===== src/rtl/pdm_cic_decimator_if.sv =====
// PDM input stream and decimated PCM output bundle for the CIC decimator.
// The master side feeds PDM bits and consumes samples; the slave side is the decimator.
interface pdm_cic_decimator_if;
  logic       pdm_in;
  logic       in_en;
  logic [7:0] sample_out;
  logic       sample_valid;
  logic       clip;

  modport master (
    output pdm_in, in_en,
    input  sample_out, sample_valid, clip
  );

  modport slave (
    input  pdm_in, in_en,
    output sample_out, sample_valid, clip
  );
endinterface


===== src/rtl/pdm_cic_decimator.sv =====
// Second-order CIC decimator: 1-bit PDM in, signed 8-bit PCM out with a valid strobe.
// DECIM may only be 16, 32 or 64; LOG2R is derived from it and is not meant to be overridden.
// All internal arithmetic is W-bit modular; integrator wrap is expected and cancels in the combs.
module pdm_cic_decimator #(
  parameter int DECIM = 64,
  parameter int LOG2R = $clog2(DECIM)
) (
  input logic clk,
  input logic rst,
  pdm_cic_decimator_if.slave bus
);

  localparam int W     = 2 * LOG2R + 2;
  localparam int SHIFT = 2 * LOG2R - 7;

  // Saturation limits; -128 is the bitwise inverse of +127 in any width
  localparam logic signed [W-1:0] Y_MAX = W'(127);
  localparam logic signed [W-1:0] Y_MIN = ~Y_MAX;

  logic signed [W-1:0] i1;
  logic signed [W-1:0] i2;
  logic signed [W-1:0] cap;
  logic signed [W-1:0] d1;
  logic signed [W-1:0] d2;
  logic [LOG2R-1:0]    blk_cnt;
  logic                tick;
  logic [1:0]          warm;

  logic signed [W-1:0] x;
  logic signed [W-1:0] i1_next;
  logic signed [W-1:0] i2_next;
  logic signed [W-1:0] c1;
  logic signed [W-1:0] c2;
  logic signed [W-1:0] y;
  logic [7:0]          y_sat;
  logic                y_clip;

  logic [7:0]          sample_q;
  logic                valid_q;
  logic                clip_q;

  // Bipolar input mapping and the next integrator values for the current strobe
  always_comb begin
    x       = bus.pdm_in ? {{(W-1){1'b0}}, 1'b1} : {W{1'b1}};
    i1_next = i1 + x;
    i2_next = i2 + i1_next;
  end

  // Integrators and block counter advance only on input strobes; the last strobe of a block captures I2
  always_ff @(posedge clk or posedge rst) begin
    if (rst) begin
      i1      <= '0;
      i2      <= '0;
      cap     <= '0;
      blk_cnt <= '0;
      tick    <= 1'b0;
    end else begin
      tick <= 1'b0;
      if (bus.in_en) begin
        i1      <= i1_next;
        i2      <= i2_next;
        blk_cnt <= blk_cnt + LOG2R'(1);
        if (blk_cnt == {LOG2R{1'b1}}) begin
          cap  <= i2_next;
          tick <= 1'b1;
        end
      end
    end
  end

  // Two comb differences, gain normalisation and saturation to the 8-bit output range
  always_comb begin
    c1     = cap - d1;
    c2     = c1 - d2;
    y      = c2 >>> SHIFT;
    y_sat  = y[7:0];
    y_clip = 1'b0;
    if (y > Y_MAX) begin
      y_sat  = 8'h7F;
      y_clip = 1'b1;
    end else if (y < Y_MIN) begin
      y_sat  = 8'h80;
      y_clip = 1'b1;
    end
  end

  // Comb delays update every block; outputs are only published once the two warm-up blocks have passed
  always_ff @(posedge clk or posedge rst) begin
    if (rst) begin
      d1       <= '0;
      d2       <= '0;
      warm     <= 2'd0;
      sample_q <= 8'h00;
      valid_q  <= 1'b0;
      clip_q   <= 1'b0;
    end else begin
      valid_q <= 1'b0;
      if (tick) begin
        d1 <= cap;
        d2 <= c1;
        if (warm == 2'd2) begin
          valid_q  <= 1'b1;
          sample_q <= y_sat;
          clip_q   <= y_clip;
        end else begin
          warm <= warm + 2'd1;
        end
      end
    end
  end

  assign bus.sample_out   = sample_q;
  assign bus.sample_valid = valid_q;
  assign bus.clip         = clip_q;

endmodule


===== src/flat_wrapper.sv =====
// flat-port wrapper written by rule: the top's interface ports become plain ports
module pdm_cic_decimator_flat 
#(
  parameter int DECIM = 64,
  parameter int LOG2R = $clog2(DECIM)
)
  (clk, rst, bus_pdm_in, bus_in_en, bus_sample_out, bus_sample_valid, bus_clip);
  pdm_cic_decimator_if bus_i ();
  input logic clk;
  input logic rst;
  input wire logic [$bits(bus_i.pdm_in)-1:0] bus_pdm_in;
  input wire logic [$bits(bus_i.in_en)-1:0] bus_in_en;
  output wire logic [$bits(bus_i.sample_out)-1:0] bus_sample_out;
  output wire logic [$bits(bus_i.sample_valid)-1:0] bus_sample_valid;
  output wire logic [$bits(bus_i.clip)-1:0] bus_clip;
  assign bus_i.pdm_in = bus_pdm_in;
  assign bus_i.in_en = bus_in_en;
  assign bus_sample_out = bus_i.sample_out;
  assign bus_sample_valid = bus_i.sample_valid;
  assign bus_clip = bus_i.clip;
  pdm_cic_decimator #(.DECIM(DECIM), .LOG2R(LOG2R)) u_core (.clk(clk), .rst(rst), .bus(bus_i));
endmodule

===== config.mk =====
export PLATFORM = sky130hd
export DESIGN_NAME = pdm_cic_decimator_flat
export DESIGN_NICKNAME = d
export VERILOG_FILES = /design/src/rtl/pdm_cic_decimator_if.sv /design/src/rtl/pdm_cic_decimator.sv /design/src/flat_wrapper.sv
export SDC_FILE = /design/constraint.sdc
export NUM_CORES = 1
export LEC_CHECK = 0
export CORE_ASPECT_RATIO = 1.4
export CORE_MARGIN = 1
export CORE_UTILIZATION = 60
export DETAILED_ROUTE_END_ITERATION = 7
export PLACE_DENSITY = 0.83
export SYNTH_ARGS = -nofsm -noshare
export SYNTH_HDL_FRONTEND = slang
export SYNTH_SLANG_ARGS = --single-unit

===== constraint.sdc =====
create_clock -name clk -period 9 [get_ports clk]
set_input_delay 0.9 -clock clk [delete_from_list [all_inputs] [get_ports clk]]
set_output_delay 0.9 -clock clk [all_outputs]
set_load 0.02 [all_outputs]

## After elaboration in Yosys (flattened, before gate mapping)

Index checks and enable logic that the tools add are counted.

- Add/sub/neg operators: 6
- Order comparisons: 2
- Eq/ne operators: 2
- Multiplexer cells: 9
- Bitwise gates (word level): 1
- Reductions and logical operators: 3

Operators by type and width:

| operator | number |
|---|---|
| $add A14 B14 Y14 | 2 |
| $sub A14 B14 Y14 | 2 |
| $mux W8 | 2 |
| $mux W14 | 1 |
| $gt A9 B8 Y1 const B | 1 |
| $lt A9 B8 Y1 const B | 1 |
| $add A6 B1 Y6 const B | 1 |
| $eq A6 B6 Y1 const B | 1 |
| $mux W1 | 6 |
| $reduce_and A2 Y1 | 3 |
| $add A2 B1 Y2 const B | 1 |
| $eq A2 B2 Y1 const B | 1 |
| $not A1 Y1 | 1 |

- Bits in registers: 89
- Bits of input ports: 4
- Output and inout port bits: 10
- Logic and storage cells: 34

## Longest topological paths before layout

- Word-level depth: 5
- Gate-level depth with buffers: 20
- Gate-level depth less buffers: 20

## Least setup slack after synthesis

No wires, ideal clock.

- Path kind: input to register
- Start: input port bus_pdm_in
- End: register u_core.i2[13]
- Library setup time: 0.123 ns
- Data arrival time: 4.065 ns
- Data required time: 8.877 ns
- Path slack: 4.812 ns
- Stages: 19
- Path buffers: 0
- Cell sequence: inv_1 > ha_1 > nor2b_1 > o21ai_1 > a21boi_0 > o21ai_0 > nand2_1 > nor2_1 > nor2_1 > ha_1 > nand4_1 > o21ai_0 > a41o_1 > o41ai_1 > o21ai_1 > a31oi_1 > xor2_1 > nand2_1 > xnor2_1

- Word-level cells in the longest chain between the ends: 3

RTL lines:

| element | RTL line | RTL |
|---|---|---|
| from (decl) | flat_wrapper.sv:11 | `input wire logic [$bits(bus_i.pdm_in)-1:0] bus_pdm_in;` |
| $mux W14 | pdm_cic_decimator.sv:44 | `x = bus.pdm_in ? {{(W-1){1'b0}}, 1'b1} : {W{1'b1}};` |
| $add A14 B14 Y14 | pdm_cic_decimator.sv:45 | `i1_next = i1 + x;` |
| named net u_core.i1_next[6] | pdm_cic_decimator.sv:30 | `logic signed [W-1:0] i1_next;` |
| $add A14 B14 Y14 | pdm_cic_decimator.sv:46 | `i2_next = i2 + i1_next;` |
| to (signal assigned) | pdm_cic_decimator.sv:61 | `i2 <= i2_next;` |
| to (decl) | pdm_cic_decimator.sv:21 | `logic signed [W-1:0] i2;` |

The timed path passes the listed nets, and every way through them passes these cells.
A chain may end at the register's enable or synchronous reset.

## Final worst setup path

Ends and elaborated chain as after synthesis.

==> impl_metrics.py <==
metrics = {
    "critical_path": {
        "r2r_start": "u_core.cap[0]$_DFFE_PP0P_",
        "cp_cell_sequence": "clkdlybuf4s50_1 -> inv_1 -> ha_1 -> nor2b_1 -> o21ai_1 -> a21boi_0 -> o21ai_0 -> a21boi_1 -> nor2_1 -> ha_1 -> nand4_1 -> o21ai_0 -> a41o_1 -> o41ai_1 -> o21ai_1 -> a31oi_1 -> xor2_1 -> nand2_1 -> xnor2_1",
        "crit_type": "in -> reg",
        "crit_fanout": 12,
        "reg2reg_slack_ps": 4610,
        "r2r_end": "u_core.bus.clip$_DFFE_PP0P_",
        "crit_path_end_kind": "register",
        "critPathLaunchType": "primary input",
        "critPathSlowestCell": "clkdlybuf4s50_1",
        "cp_slowest_stage_delay_ps": 550,
        "cp.required_ps": 9230,
        "reg2reg_depth": 18,
        "crit_arrival_ps": 5300,
    },
    "layout": {
        "final_cell_area_um2": 6210,
        "multi_input_area_um2": 3140,
        "fin_nets": 643,
        "drive_gt1_share_pct": 12.2,
        "fin_cells": 695,
        "nFillCells": 654,
        "antenna_cells": 0,
        "syn_to_final_growth_pct": 11.0,
        "seqCellArea_um2": 2230,
    },
    "die": {
        "num_rows": 41,
        "die_width_um": 83.6,
        "dieArea_um2": 9720,
        "core-area_um2": 9030,
        "start_util_pct": 61.9,
        "die_y_um": 116,
        "ios": 14,
    },
    "grt": {
        "antenna_found_initial": 0,
        "gr-usage-all-layers_pct": 23.5,
        "gr-usage-met1_pct": 23.9,
        "grt_use_met2_pct": 46.5,
        "grt_max_degree": 90,
        "grt_use_met3_pct": 4.17,
        "grt_pass1_vias": 4259,
        "busiest_layer": "met2",
        "grt_pass1_wl_um": 18200,
        "gr-total-overflow": 0,
    },
    "sta": {
        "fmax_ghz": 0.197,
        "hold_violations": 0,
        "setup_violations": 0,
        "maxSlewViolCount": 0,
        "fin_crit_ps": 5070,
        "tightest_slew_ps": 1100,
        "fin_setup_tns_ps": 0,
        "clock-skew-final_ps": 4.58,
        "period_share_pct": 56.4,
        "rsz0062_at_grt": "no",
        "slew-limit-headroom_pct": 26.4,
    },
    "min_path": {
        "hp-class": "reg -> reg",
        "worstHoldPathCells": 2,
        "hold_end": "u_core.bus.sample_out[6]$_DFFE_PP0P_",
        "min-delay-start": "u_core.bus.sample_out[6]$_DFFE_PP0P_",
    },
    "logic_synthesis": {
        "yosysSeqAreaShare_pct": 39.8,
        "synth.distinct_cells": 52,
        "synth_cells": 568,
        "syn-num-nets": 627,
        "netlist_area_um2": 5590,
        "ys_seq_elements": 89,
        "yosys_warnings": 0,
        "syn_avg_cell_area_um2": 9.85,
    },
    "placement": {
        "dp.cells": 680,
        "placed_area_um2": 5840,
        "place_congestion": 0.870,
        "dp_hpwl_um": 7460,
        "port_buffers": 13,
    },
    "clock_network": {
        "root_buffer": "clkbuf_16",
        "clkTransAtPathRegs_ps": 60,
        "postCtsSetupRepairBufs": 0,
        "ctsLongestPathBuffers": 2,
        "postCtsResizedCells": 0,
        "clock-sinks": 89,
        "clkLatencyLatePin_ps": 340,
        "tritoncts": "yes",
        "htree_levels": 3,
        "hold_buffers": 0,
        "cts_buffers": 9,
    },
    "drt": {
        "drt_iter0_drc": 220,
        "postRouteAntennaNets": 0,
        "drc_errors": 0,
        "finalWirelength_um": 10400,
        "routed-via-count": 4034,
        "wl_per_cell_um": 15.0,
        "first_pass_iters": 4,
        "viasPerCell": 5.80,
    },
    "run_status": {
        "outcome": "completed",
    },
    "job": {
        "drv_cap": 0,
    },
}
synth_stat cells (all sizes together):
cell type	instances	share of area (%)
nand4b	1	0.16
xnor3	1	0.43
nand2b	3	0.34
xor2	14	2.2
a311oi	1	0.16
mux2i	3	0.54
a32o	2	0.36
nand4	4	0.45
and3	6	0.67
xnor2	37	6.5
o311ai	2	0.31
o31a	1	0.18
nand3b	2	0.27
nor2	38	2.6
nand2	51	3.4
buf	2	0.13
nor2b	7	0.78
nor3	7	0.63
a31oi	4	0.45
a211oi	6	0.98
ha	52	12
a31o	2	0.31
and2	6	0.67
or2	4	0.45
o21a	7	0.94
inv	48	3.2
fa	3	1.1
o21bai	3	0.40
nor4b	1	0.16
nand3	4	0.36
a21oi	33	3.0
a41oi	1	0.29
o41ai	2	0.31
mux2	37	7.4
a41o	1	0.18
o2111ai	1	0.16
o21ai	53	4.7
a21o	10	1.3
a21boi	3	0.40
clkbuf	10	0.67
o211ai	1	0.13
dfrtp	89	40
or3	2	0.22
o31ai	3	0.58
layer usage:
metal,wire [um],part of all wire [%],vias to the layer above
met2,5600,54,67
met4,329,3.2,0
met3,239,2.3,29
met5,0,0,-
met1,4270,41,1931
li1,-,-,2007
worst max-delay path by stage:
stage,depth (start not counted),end,slack [ps],from
2_1_floorplan,19,u_core.i2[13]$_DFFE_PP0P_,4810,bus_pdm_in
5_1_grt,19,u_core.cap[13]$_DFFE_PP0P_,3440,bus_pdm_in
3_3_place_gp,19,u_core.i2[13]$_DFFE_PP0P_,3830,bus_pdm_in
3_5_place_dp,19,u_core.i2[13]$_DFFE_PP0P_,3600,bus_pdm_in
4_1_cts,19,u_core.i2[13]$_DFFE_PP0P_,3950,bus_pdm_in
6_report,19,u_core.i2[13]$_DFFE_PP0P_,3930,bus_pdm_in
state kept, by name, summed over array words and instances, names as in the netlist, 2 cells and up:
register	cells
u_core.i1	14
u_core.d1	14
u_core.blk_cnt	6
u_core.warm	2
u_core.d2	14
u_core.cap	14
u_core.bus.sample_out	8
u_core.i2	14
layout make-up:
class	instances	share of cell area [%]
timing repair buffer	17	2.58
multi-input combinational	419	50.6
sequential	89	35.9
clock inverter	5	2.06
inverter	48	2.92
clock buffer	10	3.85
tap	107	2.16
worst max-delay path, delay by kind of cell:
kind / cells / cell delay, ps
AO/OA/AOI/OAI: 9 / 1990
adder cells (fa/ha/maj): 2 / 780
buffers and inverters: 2 / 800
AND/OR/NAND/NOR: 4 / 450
XOR/XNOR: 2 / 380
cell families (layout without fill, tap and decap cells):
logic type / Yosys count / in the layout / share of synthesized area (%)
flip-flops: 89 / 89 / 39.8
XOR/XNOR: 52 / 52 / 9.08
adder cells (fa/ha/maj): 55 / 55 / 12.7
AO/OA/AOI/OAI: 136 / 136 / 15.3
AND/OR/NAND/NOR: 136 / 136 / 11.1
buffers and inverters: 60 / 80 / 4.03
multiplexers: 40 / 40 / 7.99
per-stage QoR:
stage	setup WS [ps]	utilization (%)	hold WS, ps
after floorplan	4810	-	442
after global placement	3830	64.7	457
after detailed placement	3600	64.7	473
after CTS	3950	68.8	487
after global routing	3440	68.8	516
final	3930	68.8	479
layout by cell type (no fill, tap or decap), drive strengths merged, types with 3 or more instances in the layout:
| master | count |
|---|---|
| and3 | 6 |
| nand2b | 3 |
| o31ai | 3 |
| ha | 52 |
| a31oi | 4 |
| nand3 | 4 |
| a21boi | 3 |
| a21o | 10 |
| a211oi | 6 |
| dfrtp | 89 |
| nor2 | 38 |
| o21ai | 53 |
| clkbuf | 10 |
| xor2 | 14 |
| nand4 | 4 |
| nor3 | 7 |
| fa | 3 |
| or2 | 4 |
| and2 | 6 |
| buf | 4 |
| o21bai | 3 |
| inv | 47 |
| bufinv | 4 |
| xnor2 | 37 |
| a21oi | 33 |
| nand2 | 51 |
| mux2 | 37 |
| o21a | 7 |
| nor2b | 7 |
| clkdlybuf4s50 | 13 |
| mux2i | 3 |
Power is not shown: default switching activity piles up to over one toggle a cycle in this logic, so the estimate is an artifact.
